[src/rtl/sev_seg_rx.sv]
// Receiver for a multiplexed active-low seven-segment bus: synchronises seg/an, qualifies each digit
// over STABLE strobes and decodes it back to BCD. Define SEV_SEG_RX_HEX_EN to also accept the A-F glyphs.

module sev_seg_rx #(
   parameter int DIGITS  = 4,
   parameter int STABLE  = 3,
   parameter int TIMEOUT = 1024
) (
   input  logic                  clk,
   input  logic                  rst_n,
   input  logic [6:0]            seg,
   input  logic [DIGITS-1:0]     an,
   output logic [4*DIGITS-1:0]   digits,
   output logic [DIGITS-1:0]     digit_valid,
   output logic                  err,
   output logic                  frame_valid
);

   localparam int              TW         = $clog2(TIMEOUT);
   localparam logic [TW-1:0]   TO_LAST    = TW'(TIMEOUT - 1);
   localparam logic [3:0]      STB        = 4'(STABLE);
   localparam logic [1:0]      KIND_HIT   = 2'd0;
   localparam logic [1:0]      KIND_BLANK = 2'd1;
   localparam logic [1:0]      KIND_BAD   = 2'd2;

   // Returns {kind, value}; blank and unknown glyphs both carry 4'hF so hex F stays distinct via digit_valid.
   function automatic logic [5:0] decodeSeg(input logic [6:0] s);
      case (s)
         7'b0000001: decodeSeg = {KIND_HIT, 4'h0};
         7'b1001111: decodeSeg = {KIND_HIT, 4'h1};
         7'b0010010: decodeSeg = {KIND_HIT, 4'h2};
         7'b0000110: decodeSeg = {KIND_HIT, 4'h3};
         7'b1001100: decodeSeg = {KIND_HIT, 4'h4};
         7'b0100100: decodeSeg = {KIND_HIT, 4'h5};
         7'b0100000: decodeSeg = {KIND_HIT, 4'h6};
         7'b0001111: decodeSeg = {KIND_HIT, 4'h7};
         7'b0000000: decodeSeg = {KIND_HIT, 4'h8};
         7'b0000100: decodeSeg = {KIND_HIT, 4'h9};
`ifdef SEV_SEG_RX_HEX_EN
         7'b0001000: decodeSeg = {KIND_HIT, 4'hA};
         7'b1100000: decodeSeg = {KIND_HIT, 4'hB};
         7'b0110001: decodeSeg = {KIND_HIT, 4'hC};
         7'b1000010: decodeSeg = {KIND_HIT, 4'hD};
         7'b0110000: decodeSeg = {KIND_HIT, 4'hE};
         7'b0111000: decodeSeg = {KIND_HIT, 4'hF};
`endif
         7'b1111111: decodeSeg = {KIND_BLANK, 4'hF};
         default:    decodeSeg = {KIND_BAD, 4'hF};
      endcase
   endfunction

   logic [6:0]                segS1_q, segS2_q;
   logic [DIGITS-1:0]         anS1_q, anS2_q;
   logic [DIGITS-1:0][6:0]    lastPat_q, lastPat_d;
   logic [DIGITS-1:0][3:0]    cnt_q, cnt_d;
   logic [4*DIGITS-1:0]       digits_q, digits_d;
   logic [DIGITS-1:0]         valid_q, valid_d;
   logic [DIGITS-1:0]         mask_q, mask_d;
   logic                      err_q, err_d;
   logic                      frame_q, frame_d;
   logic [TW-1:0]             toCnt_q, toCnt_d;

   logic [DIGITS-1:0]         anLow;
   logic                      strobe;
   logic [DIGITS-1:0]         strobeVec;
   logic [DIGITS-1:0]         acceptVec;
   logic [5:0]                segDec;
   logic                      stale;

   assign anLow     = ~anS2_q;
   assign strobe    = (anLow != '0) && ((anLow & (anLow - DIGITS'(1))) == '0);
   assign strobeVec = strobe ? anLow : '0;
   assign segDec    = decodeSeg(segS2_q);

   // A digit accepts only on the strobe that brings its run length up to STABLE, never while saturated.
   always_comb begin
      acceptVec = '0;
      for (int i = 0; i < DIGITS; i++) begin
         if (strobeVec[i]) begin
            if (segS2_q == lastPat_q[i]) begin
               acceptVec[i] = (cnt_q[i] == STB - 4'd1);
            end else begin
               acceptVec[i] = (STB == 4'd1);
            end
         end
      end
   end

   always_comb begin
      lastPat_d = lastPat_q;
      cnt_d     = cnt_q;
      digits_d  = digits_q;
      valid_d   = valid_q;
      mask_d    = mask_q;
      toCnt_d   = toCnt_q;
      err_d     = 1'b0;
      frame_d   = 1'b0;
      stale     = 1'b0;

      if (&mask_q) begin
         mask_d  = '0;
         frame_d = &valid_q;
      end

      for (int i = 0; i < DIGITS; i++) begin
         if (strobeVec[i]) begin
            if (segS2_q == lastPat_q[i]) begin
               if (cnt_q[i] != STB) begin
                  cnt_d[i] = cnt_q[i] + 4'd1;
               end
            end else begin
               lastPat_d[i] = segS2_q;
               cnt_d[i]     = 4'd1;
            end
         end
         if (acceptVec[i]) begin
            digits_d[4*i +: 4] = segDec[3:0];
            valid_d[i]         = (segDec[5:4] == KIND_HIT);
            mask_d[i]          = (segDec[5:4] != KIND_BAD);
            err_d              = (segDec[5:4] == KIND_BAD);
         end
      end

      // Stale only triggers while no strobe is present, so it never collides with an acceptance.
      if (strobe) begin
         toCnt_d = '0;
      end else if (toCnt_q != TO_LAST) begin
         toCnt_d = toCnt_q + TW'(1);
         stale   = (toCnt_q == TO_LAST - TW'(1));
      end

      if (stale) begin
         digits_d = '1;
         valid_d  = '0;
         mask_d   = '0;
         cnt_d    = '0;
         frame_d  = 1'b0;
      end
   end

   always_ff @(posedge clk or negedge rst_n) begin
      if (!rst_n) begin
         segS1_q   <= '0;
         segS2_q   <= '0;
         anS1_q    <= '0;
         anS2_q    <= '0;
         lastPat_q <= '0;
         cnt_q     <= '0;
         digits_q  <= '1;
         valid_q   <= '0;
         mask_q    <= '0;
         err_q     <= 1'b0;
         frame_q   <= 1'b0;
         toCnt_q   <= '0;
      end else begin
         segS1_q   <= seg;
         segS2_q   <= segS1_q;
         anS1_q    <= an;
         anS2_q    <= anS1_q;
         lastPat_q <= lastPat_d;
         cnt_q     <= cnt_d;
         digits_q  <= digits_d;
         valid_q   <= valid_d;
         mask_q    <= mask_d;
         err_q     <= err_d;
         frame_q   <= frame_d;
         toCnt_q   <= toCnt_d;
      end
   end

   assign digits      = digits_q;
   assign digit_valid = valid_q;
   assign err         = err_q;
   assign frame_valid = frame_q;

endmodule
[config.mk]
export PLATFORM = sky130hd
export DESIGN_NAME = sev_seg_rx
export DESIGN_NICKNAME = d
export VERILOG_FILES = /design/src/rtl/sev_seg_rx.sv
export SDC_FILE = /design/constraint.sdc
export NUM_CORES = 1
export LEC_CHECK = 0
export BUFFER_PORTS_ARGS = -buffer_cell sky130_fd_sc_hd__buf_2
export CAP_MARGIN = 20
export CELL_PAD_IN_SITES_DETAIL_PLACEMENT = 0
export CELL_PAD_IN_SITES_GLOBAL_PLACEMENT = 1
export CORE_UTILIZATION = 35
export DETAILED_ROUTE_END_ITERATION = 10
export PLACE_DENSITY = 0.61
export SETUP_SLACK_MARGIN = 0.15
export SLEW_MARGIN = 15
export SYNTH_ARGS = -nofsm -noshare
export SYNTH_HDL_FRONTEND = slang
export SYNTH_SLANG_ARGS = --single-unit
[constraint.sdc]
create_clock -name clk -period 2.85 [get_ports clk]
set_input_delay 0.285 -clock clk [delete_from_list [all_inputs] [get_ports clk]]
set_output_delay 0.285 -clock clk [all_outputs]
set_load 0.02 [all_outputs]
==> impl_metrics.toml <==
[critical_path]
crit_slowest_cell = "dfrtp_1"
worstRegToRegCells = 5
crit_family = "simple AND/OR/NAND/NOR gates"
crit_start = "segS2_q[4]"
crit_required_ns = 3.11
max_stage_delay_ns = 0.75
critPathArrivalTime_ns = 2.67
crit_path_start_kind = "register"
cp_num_cells = 5
path_max_fanout = 17
crit_buf_inv = 0
r2r-start = "segS2_q[4]"
rrSetupSlack_ns = 0.45
r2r-end = "digits[4]"
path_cells = "xor2_1, nor4_2, nand4_2, nor4b_1, a21oi_1"
worstSetupPathType = "reg2reg"
end_kind = "register"

[route]
route.detailed.drc = 0
drtAntennaViolNets = 0
drt_iter0_markers = 182
vias = 3416
wl_per_cell_um = 15.79
vias_per_cell = 5.068
drtPass1Iterations = 5
totalWireLength_um = 10640

[floorplan]
fp.dieW_um = 119.2
start_util = 0.3614
core_area_mm2 = 0.01330
rows = 42
die-area_mm2 = 0.01420
fp.dieH_um = 119.2
io_pins = 35

[yosys]
synth_cells = 458
synth.area.top_cells = "dfrtp_1, dfstp_2, nand2_1"
yosysMostFrequentCell = "dfrtp_1"
yosys-top-cells-count = "dfrtp_1, nand2_1, a21oi_1"
synth_edf_count = 0
ys_warn_count = 0
syn_area_mm2 = 0.004805
synth_top_area_frac = 0.4479
synth-seq-area-share = 0.5354
synth_area_per_cell_um2 = 10.49
synth.distinct_cells = 54
synth_fp_nets = 481
async_flop_share = 1.000
synth_seq_cells = 102
synth_flop_cell = "dfrtp_1"
post-synth-top-area-cell = "dfrtp_1"

[sta]
fmax_ghz = 0.4160
setup_viol = 0
slew_headroom = 0.5532
worst_slew_pin_slew_ns = 0.6672
hold_viol = 0
fin_crit_sh = 0.8435
tns_ns = 0
fin_skew_ns = 0.009162
fin_crit_ns = 2.404
slew_viol_final = 0
rsz0062_at_grt = "false"
hold_slack_ns = 0.03498
worst_slack_ns = 0.4459

[pwr]
p_leak_nw = 2.475
p_per_area_mw_per_mm2 = 605.7
finalPower_mw = 3.348
vdd_drop_max_mv = 0.2511

[global_route]
first_global_vias = 3494
overflow = 0
grt_pass1_wl_um = 18260
grtUsageTotal = 0.1673
antenna_found_initial = 0
grt_max_degree = 44

[clocking]
cts_max_path_buffers = 2
clk_root_buffer_cell = "clkbuf_16"
htreeDepth = 3
cts_buffers = 9
clk-insertion-delay-late_ns = 0.35
cts_tree = "built"
post_cts_buffers = 0
cts.sinks = 102
cts.clk_slew.worst_paths_ns = 0.07

[worst_hold_path]
hold_path_depth = 1
hold_start = "seg[2]"
holdPathEnd = "segS1_q[2]"
hp-class = "in2reg"

[place]
gp_congestion = 0.7915
port_buffers = 34
dp_cells = 657
placed_cell_area_mm2 = 0.005200
place_ws_ns = 0.3550
dpl.hpwl_um = 7170

[cells_and_area]
drive_gt1_frac = 0.2169
layout.nets = 516
fin_util = 0.4158
antennaDiodeCount = 0
syn_to_final_growth_pct = 15.05
stdcell_count = 674
final_area_mm2 = 0.005528

[run_status]
status = "completed"

[run]
max_cap_viol_count = 0
[worst reg2reg max path, delay by kind of cell (launching register included)]
family	cells	cell delay, ns
xor+xnor	1	0.16
simple gates	3	1.26
flops	1	0.75
compound gates	1	0.14
[state kept, by name, indices dropped and copies added, names as in the netlist, 7 cells and up]
register   flops
cnt_q         16
digits        16
lastPat_q     28
segS1_q        7
segS2_q        7
toCnt_q       10
[logic make-up (layout without fill, tap and decap cells)]
group                    count (synthesis)  after routing  synth area share
adder cells (fa/ha/maj)                 10             10           0.02604
flip-flops                             102            102            0.5354
AND/OR/NAND/NOR                        193            193            0.2125
buffers and inverters                   31             71           0.03099
multiplexers                            18             18           0.04115
AO/OA/AOI/OAI                           67             67           0.08646
XOR/XNOR                                37             37           0.06745
[cell type report]
class                           count  area (µm²)
Fill cell                        1282        7767
Timing Repair Buffer               48       305.3
Tap cell                          176       220.2
Clock inverter                      5       60.06
Clock buffer                       11       252.7
Multi-Input combinational cell    325        2090
Sequential cell                   102        2574
Inverter                            7       26.28
[routing by layer]
| metal | share of wire | global-route usage | up-vias |
|---|---|---|---|
| met1 | 0.48 | 0.2282 | 1694 |
| met2 | 0.48 | 0.2638 | 43 |
| met5 | 0 | 0 | - |
| li1 | - | - | 1666 |
| met3 | 0.021 | 0.02443 | 13 |
| met4 | 0.020 | 0.07358 | 0 |
[layout by cell type (no fill, tap or decap), types with 10 or more instances in the layout]
master	Yosys	routed
dfrtp_1	86	85
nand2_1	68	68
a21oi_1	36	35
buf_2	11	33
nor2_1	30	29
nor3_1	24	24
xor2_1	21	21
xnor2_1	16	16
dfstp_2	16	16
mux2_2	14	14
buf_4	1	12
ha_1	10	10
[worst max-delay path by stage]
stage                       to  slack [ns]
detailed placement  digits[15]        0.35
finish               digits[4]        0.45
floorplan            mask_q[1]        0.89
global placement     digits[4]        0.42
global route         digits[6]        0.20
CTS                 digits[15]        0.34
[what timing repair did]
| item | in CTS | in global routing |
|---|---|---|
| resized for setup | 0 | 2 |
| hold buffers | 1 | 0 |
| endpoints found under the setup margin | 0 | 4 |
| endpoints found under the hold margin | 41 | 0 |
[power breakdown]
| part | switching [mW] | total, mW | internal [mW] |
|---|---|---|---|
| Combinational | 0.173 | 0.343 | 0.169 |
| Sequential | 0.130 | 1.71 | 1.58 |
| Clock | 0.563 | 1.30 | 0.737 |
No activity file was read; power rests on OpenSTA's default activity.
